[src/rtl/led_seq_pkg.sv]
// led_seq_pkg: shared types and constants for the LED blink sequencer.
//
// Contents:
//   state_e   - sequencer FSM state (StIdle, StOn, StOff)
//   ON_W      - width of the ON/OFF phase length and unit counter
//   CNT_W     - width of the blink-cycle count and cycle counter
//   DUTY_W    - width of the PWM duty value and PWM counter
//   eff_len() - maps a latched phase length of 0 to 1 unit

package led_seq_pkg;

    localparam int unsigned ON_W   = 16;
    localparam int unsigned CNT_W  = 8;
    localparam int unsigned DUTY_W = 4;

    typedef enum logic [1:0] {
        StIdle = 2'd0,
        StOn   = 2'd1,
        StOff  = 2'd2
    } state_e;

    // A phase of 0 units would never end on a unit boundary, so run it as 1 unit.
    function automatic logic [ON_W-1:0] eff_len(input logic [ON_W-1:0] len);
        return (len == '0) ? ON_W'(1) : len;
    endfunction

endpackage

[src/rtl/led_tick_gen.sv]
// led_tick_gen: prescaler producing one time-unit tick every TICK_DIV clock cycles.
//
// Parameters:
//   TICK_DIV - clk cycles per time unit (2 .. 2^20)
// Ports:
//   clk     - clock, posedge
//   rst     - synchronous active-high reset
//   clr_i   - holds the prescaler at zero (and suppresses the tick) while high
//   tick_o  - high on the last cycle of each time unit

module led_tick_gen #(
    parameter int unsigned TICK_DIV = 50000
) (
    input  logic clk,
    input  logic rst,
    input  logic clr_i,
    output logic tick_o
);

    localparam int unsigned CW = (TICK_DIV > 1) ? $clog2(TICK_DIV) : 1;
    localparam logic [CW-1:0] Last = CW'(TICK_DIV - 1);

    logic [CW-1:0] cnt_q, cnt_d;

    always_comb begin
        cnt_d = cnt_q;
        if (clr_i) begin
            cnt_d = '0;
        end else if (cnt_q == Last) begin
            cnt_d = '0;
        end else begin
            cnt_d = cnt_q + CW'(1);
        end
    end

    always_ff @(posedge clk) begin
        if (rst) begin
            cnt_q <= '0;
        end else begin
            cnt_q <= cnt_d;
        end
    end

    assign tick_o = !clr_i && (cnt_q == Last);

endmodule

[src/rtl/led_blink_sequencer.sv]
// led_blink_sequencer: blinks led0 with programmable ON/OFF lengths for a
// programmable number of cycles (or forever), with a valid/ready config port.
//
// Optional feature macro: LED_SEQ_PWM_EN adds cfg_duty and dims led0 during ON
// with a free-running 4-bit PWM counter.
//
// Parameters:
//   TICK_DIV  - clk cycles per time unit
// Ports:
//   clk       - clock, posedge
//   rst       - synchronous active-high reset
//   cfg_valid - config offer; transfer when cfg_valid && cfg_ready
//   cfg_ready - high iff idle
//   cfg_on    - ON phase length in units (0 behaves as 1)
//   cfg_off   - OFF phase length in units (0 behaves as 1)
//   cfg_count - blink cycles per run, 0 = until stop
//   cfg_duty  - PWM duty during ON, 15 = fully on (LED_SEQ_PWM_EN only)
//   start     - level run request, honoured only when idle
//   stop      - abort, highest priority after rst
//   led0      - registered LED drive
//   busy      - high in ON or OFF
//   done      - one-cycle pulse on normal completion

module led_blink_sequencer
    import led_seq_pkg::*;
#(
    parameter int unsigned TICK_DIV = 50000
) (
    input  logic              clk,
    input  logic              rst,
    input  logic              cfg_valid,
    output logic              cfg_ready,
    input  logic [ON_W-1:0]   cfg_on,
    input  logic [ON_W-1:0]   cfg_off,
    input  logic [CNT_W-1:0]  cfg_count,
`ifdef LED_SEQ_PWM_EN
    input  logic [DUTY_W-1:0] cfg_duty,
`endif
    input  logic              start,
    input  logic              stop,
    output logic              led0,
    output logic              busy,
    output logic              done
);

    state_e state_q, state_d;

    logic [ON_W-1:0]  on_q, on_d;
    logic [ON_W-1:0]  off_q, off_d;
    logic [CNT_W-1:0] count_q, count_d;
    logic [ON_W-1:0]  unit_q, unit_d;
    logic [CNT_W-1:0] cyc_q, cyc_d;
    logic             led0_q, led0_d;
    logic             done_q, done_d;

`ifdef LED_SEQ_PWM_EN
    logic [DUTY_W-1:0] duty_q, duty_d;
    logic [DUTY_W-1:0] pwm_q, pwm_d;
`endif

    logic cfg_xfer;
    logic tick;

    // The prescaler is held cleared while idle, so each run starts on a unit boundary.
    led_tick_gen #(
        .TICK_DIV (TICK_DIV)
    ) u_tick_gen (
        .clk    (clk),
        .rst    (rst),
        .clr_i  (state_q == StIdle),
        .tick_o (tick)
    );

    assign cfg_ready = (state_q == StIdle);
    assign cfg_xfer  = cfg_valid && cfg_ready;

    always_comb begin
        state_d = state_q;
        on_d    = on_q;
        off_d   = off_q;
        count_d = count_q;
        unit_d  = unit_q;
        cyc_d   = cyc_q;
        done_d  = 1'b0;
        led0_d  = 1'b0;
`ifdef LED_SEQ_PWM_EN
        duty_d  = duty_q;
        pwm_d   = pwm_q + DUTY_W'(1);
`endif

        if (cfg_xfer) begin
            on_d    = cfg_on;
            off_d   = cfg_off;
            count_d = cfg_count;
`ifdef LED_SEQ_PWM_EN
            duty_d  = cfg_duty;
`endif
        end

        case (state_q)
            StIdle: begin
                if (start) begin
                    state_d = StOn;
                    unit_d  = '0;
                    cyc_d   = '0;
                end
            end
            StOn: begin
                if (tick) begin
                    if (unit_q == eff_len(on_q) - ON_W'(1)) begin
                        state_d = StOff;
                        unit_d  = '0;
                    end else begin
                        unit_d = unit_q + ON_W'(1);
                    end
                end
            end
            StOff: begin
                if (tick) begin
                    if (unit_q == eff_len(off_q) - ON_W'(1)) begin
                        unit_d = '0;
                        // With count_q == 0 the counter simply wraps and the run never ends.
                        cyc_d  = cyc_q + CNT_W'(1);
                        if ((count_q != '0) && (cyc_d == count_q)) begin
                            state_d = StIdle;
                            done_d  = 1'b1;
                        end else begin
                            state_d = StOn;
                        end
                    end else begin
                        unit_d = unit_q + ON_W'(1);
                    end
                end
            end
            default: begin
                state_d = StIdle;
            end
        endcase

        if (stop) begin
            state_d = StIdle;
            done_d  = 1'b0;
        end

        // led0 is registered, so it is driven from the state being entered.
`ifdef LED_SEQ_PWM_EN
        led0_d = (state_d == StOn) && ((duty_d == '1) || (pwm_d < duty_d));
`else
        led0_d = (state_d == StOn);
`endif
    end

    always_ff @(posedge clk) begin
        if (rst) begin
            state_q <= StIdle;
            on_q    <= ON_W'(1);
            off_q   <= ON_W'(1);
            count_q <= CNT_W'(1);
            unit_q  <= '0;
            cyc_q   <= '0;
            led0_q  <= 1'b0;
            done_q  <= 1'b0;
`ifdef LED_SEQ_PWM_EN
            duty_q  <= '1;
            pwm_q   <= '0;
`endif
        end else begin
            state_q <= state_d;
            on_q    <= on_d;
            off_q   <= off_d;
            count_q <= count_d;
            unit_q  <= unit_d;
            cyc_q   <= cyc_d;
            led0_q  <= led0_d;
            done_q  <= done_d;
`ifdef LED_SEQ_PWM_EN
            duty_q  <= duty_d;
            pwm_q   <= pwm_d;
`endif
        end
    end

    assign led0 = led0_q;
    assign busy = (state_q != StIdle);
    assign done = done_q;

endmodule

[config.mk]
export PLATFORM = sky130hd
export DESIGN_NAME = led_blink_sequencer
export DESIGN_NICKNAME = d
export VERILOG_FILES = /design/src/rtl/led_seq_pkg.sv /design/src/rtl/led_tick_gen.sv /design/src/rtl/led_blink_sequencer.sv
export SDC_FILE = /design/constraint.sdc
export NUM_CORES = 1
export LEC_CHECK = 0
export CAP_MARGIN = 0
export CORE_MARGIN = 4
export CORE_UTILIZATION = 42
export DETAILED_ROUTE_END_ITERATION = 16
export PLACE_DENSITY_LB_ADDON = 0.1
export SKIP_CTS_REPAIR_TIMING = 1
export SLEW_MARGIN = 20
export SYNTH_ARGS = -nofsm -noshare
export SYNTH_HDL_FRONTEND = slang
export SYNTH_SLANG_ARGS = --single-unit
[constraint.sdc]
create_clock -name clk -period 4.4 [get_ports clk]
set_clock_uncertainty 0.1 [all_clocks]
set_input_delay 1.32 -clock clk [delete_from_list [all_inputs] [get_ports clk]]
set_output_delay 1.32 -clock clk [all_outputs]
set_load 0.1 [all_outputs]
* After elaboration in Yosys (flattened, before gate mapping)
Index checks and enable logic that the tools add are counted.
Cells by class: equality and inequality tests 11, reductions and logical operators 15, multiplexer cells 21, add/subtract/negate cells 5, bitwise operators 3
Operators by type and width (count):
- $mux 16 | 7
- $pmux 16 s3 | 1
- $add 16x1->16 const B | 2
- $eq 16x16->1 | 2
- $logic_not 16->1 | 2
- $sub 16x1->16 const B | 2
- $mux 8 | 3
- $eq 16x16->1 const B | 1
- $pmux 8 s2 | 1
- $mux 2 | 6
- $add 8x1->8 const B | 1
- $eq 8x8->1 | 1
- $reduce_and 4->1 | 2
- $reduce_bool 8->1 | 1
- $ne 2x2->1 const B | 3
- $pmux 2 s3 | 1
- $reduce_or 5->1 | 1
- $eq 2x1->1 const B | 2
- $reduce_bool 2->1 | 2
- $logic_and 1x1->1 | 3
- $not 1->1 | 3
- $reduce_bool 3->1 | 1
- $reduce_or 3->1 | 1
- $eq 2x2->1 const B | 1
- 4 further kinds | 5
Storage, ports and cells: input port bits 45, output and inout bits 4, bits in registers 84, word-level logic and storage cells 64

* Logic depth before layout (Yosys ltp)
Gate-level depths: netlist of run 1.
word-level depth 9, gate-level depth with buffers 14, gate-level depth less buffers 12

* Cells and area by module
Synthesis of run 1 repeated with hierarchy kept, for this count alone.
Second synthesis, totals: cells, all modules 635, area, all modules 5068.6 µm²
By module, submodules not included:
- led_blink_sequencer | cells an instance 555, sequential area each 1361.3 µm², area each 4265.3 µm², instances 1
- led_tick_gen | cells an instance 80, sequential area each 320.3 µm², area each 803.3 µm², instances 1

* Worst setup path before layout of run 1
No wires, ideal clock.
path kind register -> output, start point register state_q[0], end point output busy, required time 2980 ps, stages on the path, launching flop included 4, path buffers 0, setup slack 903 ps, data arrival time 2077 ps, cells stage by stage dfxtp_1 > inv_1 > ha_1 > inv_1
Between the ends: cells in the longest elaborated chain, start to end 1
RTL lines:
- start: declaration | RTL line led_blink_sequencer.sv:46 | state_e state_q, state_d;
- start signal: assignment | RTL line led_blink_sequencer.sv:155 | state_q <= StIdle;
- start signal: assignment | RTL line led_blink_sequencer.sv:168 | state_q <= state_d;
- $reduce_bool 2->1 | RTL line led_blink_sequencer.sv:184 | assign busy = (state_q != StIdle);
- end: declaration | RTL line led_blink_sequencer.sv:42 | output logic busy,
Every way passes these cells.

* Worst setup path in the final report of run 1
start point register on_q[4], end point register unit_q[1]
Between the ends: cells in the longest elaborated chain, start to end 7
RTL lines:
- start: declaration | RTL line led_blink_sequencer.sv:48 | logic [ON_W-1:0] on_q, on_d;
- start signal: assignment | RTL line led_blink_sequencer.sv:169 | on_q <= on_d;
- $logic_not 16->1 | RTL line led_seq_pkg.sv:24 | return (len == '0) ? ON_W'(1) : len;
- $mux 16 (*) | RTL line led_seq_pkg.sv:24
- $sub 16x1->16 (*) | RTL line led_blink_sequencer.sv:110 | if (unit_q == eff_len(on_q) - ON_W'(1)) begin
- $eq 16x16->1 (*) | RTL line led_blink_sequencer.sv:110
- $mux 16 (*) | RTL line led_blink_sequencer.sv:110
- $mux 16 (*) | RTL line led_blink_sequencer.sv:109 | if (tick) begin
- $pmux 16 s3 (*) | RTL line led_blink_sequencer.sv:100 | case (state_q)
- end signal: assignment | RTL line led_blink_sequencer.sv:172 | unit_q <= unit_d;
- end: declaration | RTL line led_blink_sequencer.sv:51 | logic [ON_W-1:0] unit_q, unit_d;
Mark *: on every way between the ends. The rest lies on a longest branch, timed or not. The select of a mux whose other input is x is not followed. A chain may end at the register's enable or synchronous reset.

==> run_results.csv, run 1 <==
group,metric,value,unit
layout,drive_gt1_share,8.03,%
route,drt_iter0_markers,288,
pwr,p_per_area,318,nW/um2
worst_setup_path,r2r_setup_slack,0.44,ns
worst_setup_path,worstPathRequired,4.58,ns
layout,layout.cells.non_filler,832,
logic_synthesis,synth_top_area_share,32.8,%
floorplanning,core_area,12000,um2
sta,setup_violations,0,
route,routed_wirelength,13.4,mm
route,wire_per_inst,16.1,um
flow_run,maxCapViolCount,0,
sta,clock.fmax,253,MHz
logic_synthesis,synth_edf_count,0,
logic_synthesis,async_flop_share,0,%
hold_path,min_path_type,"flop to flop",
grt,grt_pass1_vias,4637,
worst_setup_path,path_class,"flop to flop",
layout,fin_nets,734,
sta,rsz0062_at_grt,"false",
sta,setup_slack,0.441,ns
outcome,outcome,"finished clean",
logic_synthesis,synth_ff_type,"dfxtp_1",
grt,grt_usage,19.7,%
floorplanning,die_w,118,um
worst_setup_path,ff2ff_path_depth,12,
route,via_per_inst,5.64,
floorplanning,die_h,118,um
grt,antenna_found_initial,0,
sta,fin_crit_sh,90.0,%
sta,holdWs,0.348,ns
logic_synthesis,ys_ff_latch,84,
floorplanning,rows,40,
worst_setup_path,crit_fanout,14,
route,vias,4694,
sta,hold_viol,0,
placed_design,placed_cell_area,5650,um2
hold_path,hold_depth,1,
logic_synthesis,ys_types,70,
layout,design_area,5970,um2
route,first_pass_iters,5,
clock_network,cts_sinks,84,
layout,areaGrowthSynthToFinish,16.5,%
route,drc,0,
worst_setup_path,rr_endpoint,"unit_q[1]",
layout,num_antenna_cells,0,
pwr,leakagePower,0.00217,uW
sta,tns,0,ns
clock_network,cts_buffer_depth,2,
placed_design,dp_slack,0.466,ns
placed_design,dp_hpwl,9.97,mm
logic_synthesis,ys_top_cells_by_area,"dfxtp_1 (33%), nand2_1 (9.2%), xnor2_1 (6.2%)",
clock_network,h-tree-depth,3,
placed_design,port_buffers,48,
clock_network,cts_tree,"built",
clock_network,cts_root_buf,"clkbuf_16",
grt,grt_overflow,0,
sta,slew_headroom,34.7,%
worst_setup_path,worstSetupStartpointType,"flop",
hold_path,min_from,"u_tick_gen.cnt_q[0]",
floorplanning,initial_core_util,42.8,%
logic_synthesis,synthCells,654,
logic_synthesis,synth.net_count,708,
hold_path,whs_endpoint,"u_tick_gen.cnt_q[0]",
logic_synthesis,ys_seq_area_share,32.8,%
clock_network,cts_buffers,9,
placed_design,dp.cells,816,
grt,grt_pass1_wl,22.4,mm
floorplanning,dieArea,14000,um2
logic_synthesis,yosys-top-cells-count,"nand2_1 (125), dfxtp_1 (84), a21oi_1 (51)",
clock_network,clk_pin_slew,0.06,ns
route,drt.antenna.violating_nets,0,
sta,worst_slew_pin_slew,0.976,ns
worst_setup_path,r2r_start,"on_q[4]",
sta,maxSlewViolCount,0,
layout,fillCellCount,1163,
logic_synthesis,yosys.area.top_type,"dfxtp_1",
pwr,peakVddDrop,0.202,mV
worst_setup_path,end_kind,"flop",
sta,period_minus_slack,3.96,ns
floorplanning,pin_count,49,
clock_network,insertion_delay,0.35,ns
placed_design,gp_congestion,0.952,
logic_synthesis,yosys_warnings,0,
logic_synthesis,syn-cell-area,5120,um2
grt,grt_max_degree,41,
worst_setup_path,crit_arrival,4.14,ns
logic_synthesis,syn_area_per_cell,7.83,um2
logic_synthesis,yosysMostFrequentCell,"nand2_1",
==> state kept, by name (all words and copies together), names as in the netlist <==
name / count
off_q: 16
on_q: 16
u_tick_gen.cnt_q: 16
unit_q: 16
count_q: 8
cyc_q: 8
state_q: 2
done: 1
led0: 1
==> critical path: stages, from the launching register on <==
cell and delay, ns:
dfxtp_1 0.50, or4_4 0.22, nor2_2 0.04, a31oi_1 0.28, ha_1 0.28, or3b_2 0.50
nor4_1 0.36, o311ai_0 0.24, nand4_1 0.20, a2111oi_4 0.06, a21oi_2 0.68, o21ai_0 0.23
a21oi_1 0.18
==> routing by layer <==
metal / wire length [um] / up-vias / global-route usage, %
met1: 6190 / 2228 / 25.3
met2: 6290 / 97 / 32.1
met4: 423 / 0 / 10.2
li1: - / 2347 / -
met3: 485 / 22 / 2.92
met5: 0 / - / 0
==> placed cells by master (no fill, tap or decap), drive strengths merged, types with 12 or more instances in the layout <==
master         count
and3              12
o21ai             15
clkdlybuf4s50     45
nand3             29
nor2              46
nand2            125
xor2              25
a21oi             53
dfxtp             84
nor3              21
xnor2             36
inv               13
==> cell type report <==
cell class	instances	area (um2)	share of cell area [%]
Clock inverter	5	60.1	1.01
Timing Repair Buffer	54	515	8.64
Multi-Input combinational cell	518	3220	54.0
Tap cell	147	184	3.08
Sequential cell	84	1680	28.2
Inverter	13	48.8	0.818
Clock buffer	11	253	4.24
==> power by group <==
group / internal (uW) / switching [uW]
logic: 132 / 154
clock network: 472 / 319
registers: 784 / 37.5
==> cell families after synthesis <==
family | Yosys count | share of synthesized area [%]
simple gates | 322 | 32.4
mux | 4 | 0.806
xor+xnor | 61 | 10.4
fa+ha+maj | 9 | 2.20
buf+inv | 52 | 4.18
flops | 84 | 32.8
compound gates | 122 | 17.2
==> stage by stage <==
step,utilization [%],total power (uW)
2_1_floorplan,-,1030
3_3_place_gp,47.3,1120
3_5_place_dp,47.3,1130
4_1_cts,49.9,1920
5_1_grt,49.9,1980
6_report,49.9,1900
==> worst max path at each step <==
stage / from / to / slack (ns)
after floorplan: state_q[0] / busy / 0.90
after global placement: start / unit_q[8] / 0.57
after detailed placement: start / unit_q[1] / 0.47
after CTS: on_q[2] / unit_q[4] / 0.42
after global routing: on_q[2] / unit_q[1] / 0.06
final: on_q[4] / unit_q[1] / 0.44
Power figures use the tool's default switching activity.
==> inputs of run 2 (changes only) <==
--- a/config.mk
+++ b/config.mk
@@ -5,7 +5,6 @@
 export SDC_FILE = /design/constraint.sdc
 export NUM_CORES = 1
 export LEC_CHECK = 0
-export CAP_MARGIN = 0
 export CORE_MARGIN = 4
 export CORE_UTILIZATION = 42
 export DETAILED_ROUTE_END_ITERATION = 16
==> results of run 2 <==
The final DEF is identical to that of run 1; final timing and power are the same.
==> inputs of run 3 (changes only) <==
--- a/config.mk
+++ b/config.mk
@@ -5,7 +5,6 @@
 export SDC_FILE = /design/constraint.sdc
 export NUM_CORES = 1
 export LEC_CHECK = 0
-export CORE_MARGIN = 4
 export CORE_UTILIZATION = 42
 export DETAILED_ROUTE_END_ITERATION = 16
 export PLACE_DENSITY_LB_ADDON = 0.1
@@ -13,4 +12,5 @@
 export SLEW_MARGIN = 20
 export SYNTH_ARGS = -nofsm -noshare
 export SYNTH_HDL_FRONTEND = slang
+export SYNTH_HIERARCHICAL = 1
 export SYNTH_SLANG_ARGS = --single-unit
==> run_results.csv, run 3 <==
group,metric,value,unit
worst_setup_path,end_kind,"flop",
placed_design,port_buffers,48,
sta,period_minus_slack,4.12,ns
clock_network,cts_sinks,84,
logic_synthesis,syn-cell-area,5070,um2
layout,fillCellCount,1090,
sta,worst_slew_pin_slew,0.967,ns
sta,maxSlewViolCount,0,
worst_setup_path,r2r_start,"on_q[8]",
placed_design,dp_slack,0.173,ns
worst_setup_path,path_class,"flop to flop",
route,drt_iter0_markers,321,
sta,setup_slack,0.281,ns
layout,drive_gt1_share,9.54,%
placed_design,gp_congestion,0.882,
floorplanning,initial_core_util,43.8,%
clock_network,h-tree-depth,3,
logic_synthesis,ys_seq_area_share,33.2,%
route,wire_per_inst,15.2,um
floorplanning,pin_count,49,
grt,grt_usage,21.1,%
layout,final_util,52.1,%
logic_synthesis,yosys-top-cells-count,"nand2_1 (109), dfxtp_1 (84), a21oi_1 (62)",
layout,fin_nets,730,
logic_synthesis,ys_ff_latch,84,
pwr,power_frac_clock,42.3,%
route,vias,4577,
sta,holdWs,0.383,ns
hold_path,min_path_type,"flop to flop",
logic_synthesis,ys_top_cells_by_area,"dfxtp_1 (33%), nand2_1 (8.1%), xnor2_1 (6.9%)",
logic_synthesis,yosys_warnings,6,
clock_network,insertion_delay,0.35,ns
logic_synthesis,yosys.area.top_type,"dfxtp_1",
worst_setup_path,crit_arrival,4.31,ns
worst_setup_path,max_stage_delay,0.59,ns
sta,setup_violations,0,
worst_setup_path,path_cells,"or4_1 -> nor3_2 -> a21oi_1 -> ha_1 -> nor3b_1 -> a211oi_1 -> o211ai_1 -> nand4b_1 -> or4b_4 -> nor2_2 -> a31oi_1 -> a2111oi_2 -> and2_1",
outcome,outcome,"finished, violations left",
floorplanning,rows,39,
pwr,switching_share,25.9,%
logic_synthesis,synth.net_count,689,
worst_setup_path,worstPathRequired,4.60,ns
pwr,leakagePower,0.00218,uW
clock_network,cts_buffer_depth,2,
worst_setup_path,slowest_stage,"or4_1",
worst_setup_path,worstSetupStartpointType,"flop",
grt,antenna_found_initial,0,
pwr,switchingPower,502,uW
route,drt.antenna.violating_nets,0,
floorplanning,core_area,11600,um2
pwr,intPower,1430,uW
logic_synthesis,syn_area_per_cell,7.98,um2
grt,grt_overflow,0,
clock_network,clk_pin_slew,0.06,ns
route,via_per_inst,5.55,
sta,hold_viol,0,
sta,fin_crit_sh,93.6,%
route,first_pass_iters,10,
route,drc,1,
pwr,p_per_area,321,nW/um2
sta,slew_headroom,35.3,%
pwr,p_seq_share,42.2,%
floorplanning,die_h,112,um
logic_synthesis,synthCells,635,
logic_synthesis,synth_top_area_share,33.2,%
floorplanning,die_w,112,um
pwr,p_comb_share,15.5,%
logic_synthesis,async_flop_share,0,%
pwr,power,1940,uW
sta,rsz0062_at_grt,"false",
sta,clock.fmax,243,MHz
flow_run,maxCapViolCount,0,
floorplanning,dieArea,12500,um2
grt,grt_pass1_vias,4220,
clock_network,cts_tree,"built",
logic_synthesis,ys_types,73,
placed_design,dp_hpwl,9.34,mm
route,routed_wirelength,12.5,mm
sta,tns,0,ns
outcome,violations,"DRC",
layout,areaGrowthSynthToFinish,18.8,%
logic_synthesis,yosysMostFrequentCell,"nand2_1",
grt,grt_max_degree,44,
logic_synthesis,synth_ff_type,"dfxtp_1",
layout,layout_commonest_cell,"nand2_1",
grt,grt_pass1_wl,21.0,mm
clock_network,cts_buffers,9,
clock_network,cts_root_buf,"clkbuf_16",
layout,num_antenna_cells,0,
hold_path,min_from,"count_q[6]",
logic_synthesis,synth_edf_count,0,
layout,mostFrequentLayoutCells,"nand2_1 (109), dfxtp_1 (83), a21oi_1 (62)",
worst_setup_path,crit_fanout,8,
worst_setup_path,cp-startpoint,"on_q[8]",
pwr,peakVddDrop,0.200,mV
==> run 3: cell types whose count changed after synthesis, sizes merged, moves of 7 or more <==
cell    delta
nor3       -7
and2       -7
o221ai     -8
nor2b      -8
nand2     -15
a31oi     +10
a21oi      +9
==> run 3: critical path: cells and delay by family, from the launching register on <==
| kind | cells | cell delay [ns] |
|---|---|---|
| flip-flops | 1 | 0.39 |
| adder cells (fa/ha/maj) | 1 | 0.28 |
| AND/OR/NAND/NOR | 7 | 2.30 |
| AO/OA/AOI/OAI | 5 | 1.00 |
==> run 3: power by group through the flow <==
| stage | Sequential (uW) | Combinational (uW) | Clock (uW) |
|---|---|---|---|
| 3_5_place_dp | 833 | 298 | 0 |
| 5_1_grt | 821 | 332 | 872 |
| 3_3_place_gp | 832 | 296 | 0 |
| 6_report | 817 | 300 | 819 |
| 4_1_cts | 816 | 300 | 838 |
| 2_1_floorplan | 826 | 194 | 0 |
==> run 3: layer usage <==
metal,GRT usage (%),share of wire (%)
met5,0,0
met2,30.8,42
met1,30.1,50
met4,10.1,2.6
met3,3.32,4.6
==> run 3: cells by family (layout without fill, tap and decap cells) <==
kind of cell / count (synthesis) / in the layout / synth area share, %
AOI/OAI and AO/OA: 135 / 135 / 17.4
xor gates and xnor gates: 63 / 63 / 10.9
adders and majority gates: 9 / 9 / 2.22
buffers and inverters: 52 / 98 / 4.49
DFF: 84 / 84 / 33.2
muxes: 5 / 5 / 1.06
and+or+nand+nor: 287 / 287 / 30.8
==> run 3: area by class of cell <==
| class | instances | area, um2 | share of cell area (%) |
|---|---|---|---|
| clock inverter | 4 | 72.6 | 1.21 |
| sequential | 84 | 1680 | 27.9 |
| timing repair buffer | 67 | 618 | 10.3 |
| inverter | 15 | 56.3 | 0.935 |
| tap | 143 | 179 | 2.97 |
| clock buffer | 12 | 246 | 4.09 |
| multi-input combinational | 499 | 3170 | 52.6 |
==> run 3: worst paths after layout <==
kind	end	slack (ns)	cells after the start
max	state_q[1]	0.28	13
min reg2reg	count_q[6]	0.38	2
max reg2reg	state_q[1]	0.28	13
min	count_q[6]	0.38	2
==> run 3: stage by stage <==
step	instance area (um2)	instances
3_5_place_dp	5690	808
6_report	6020	824
2_1_floorplan	5070	635
3_3_place_gp	5690	808
5_1_grt	6020	824
4_1_cts	6010	824
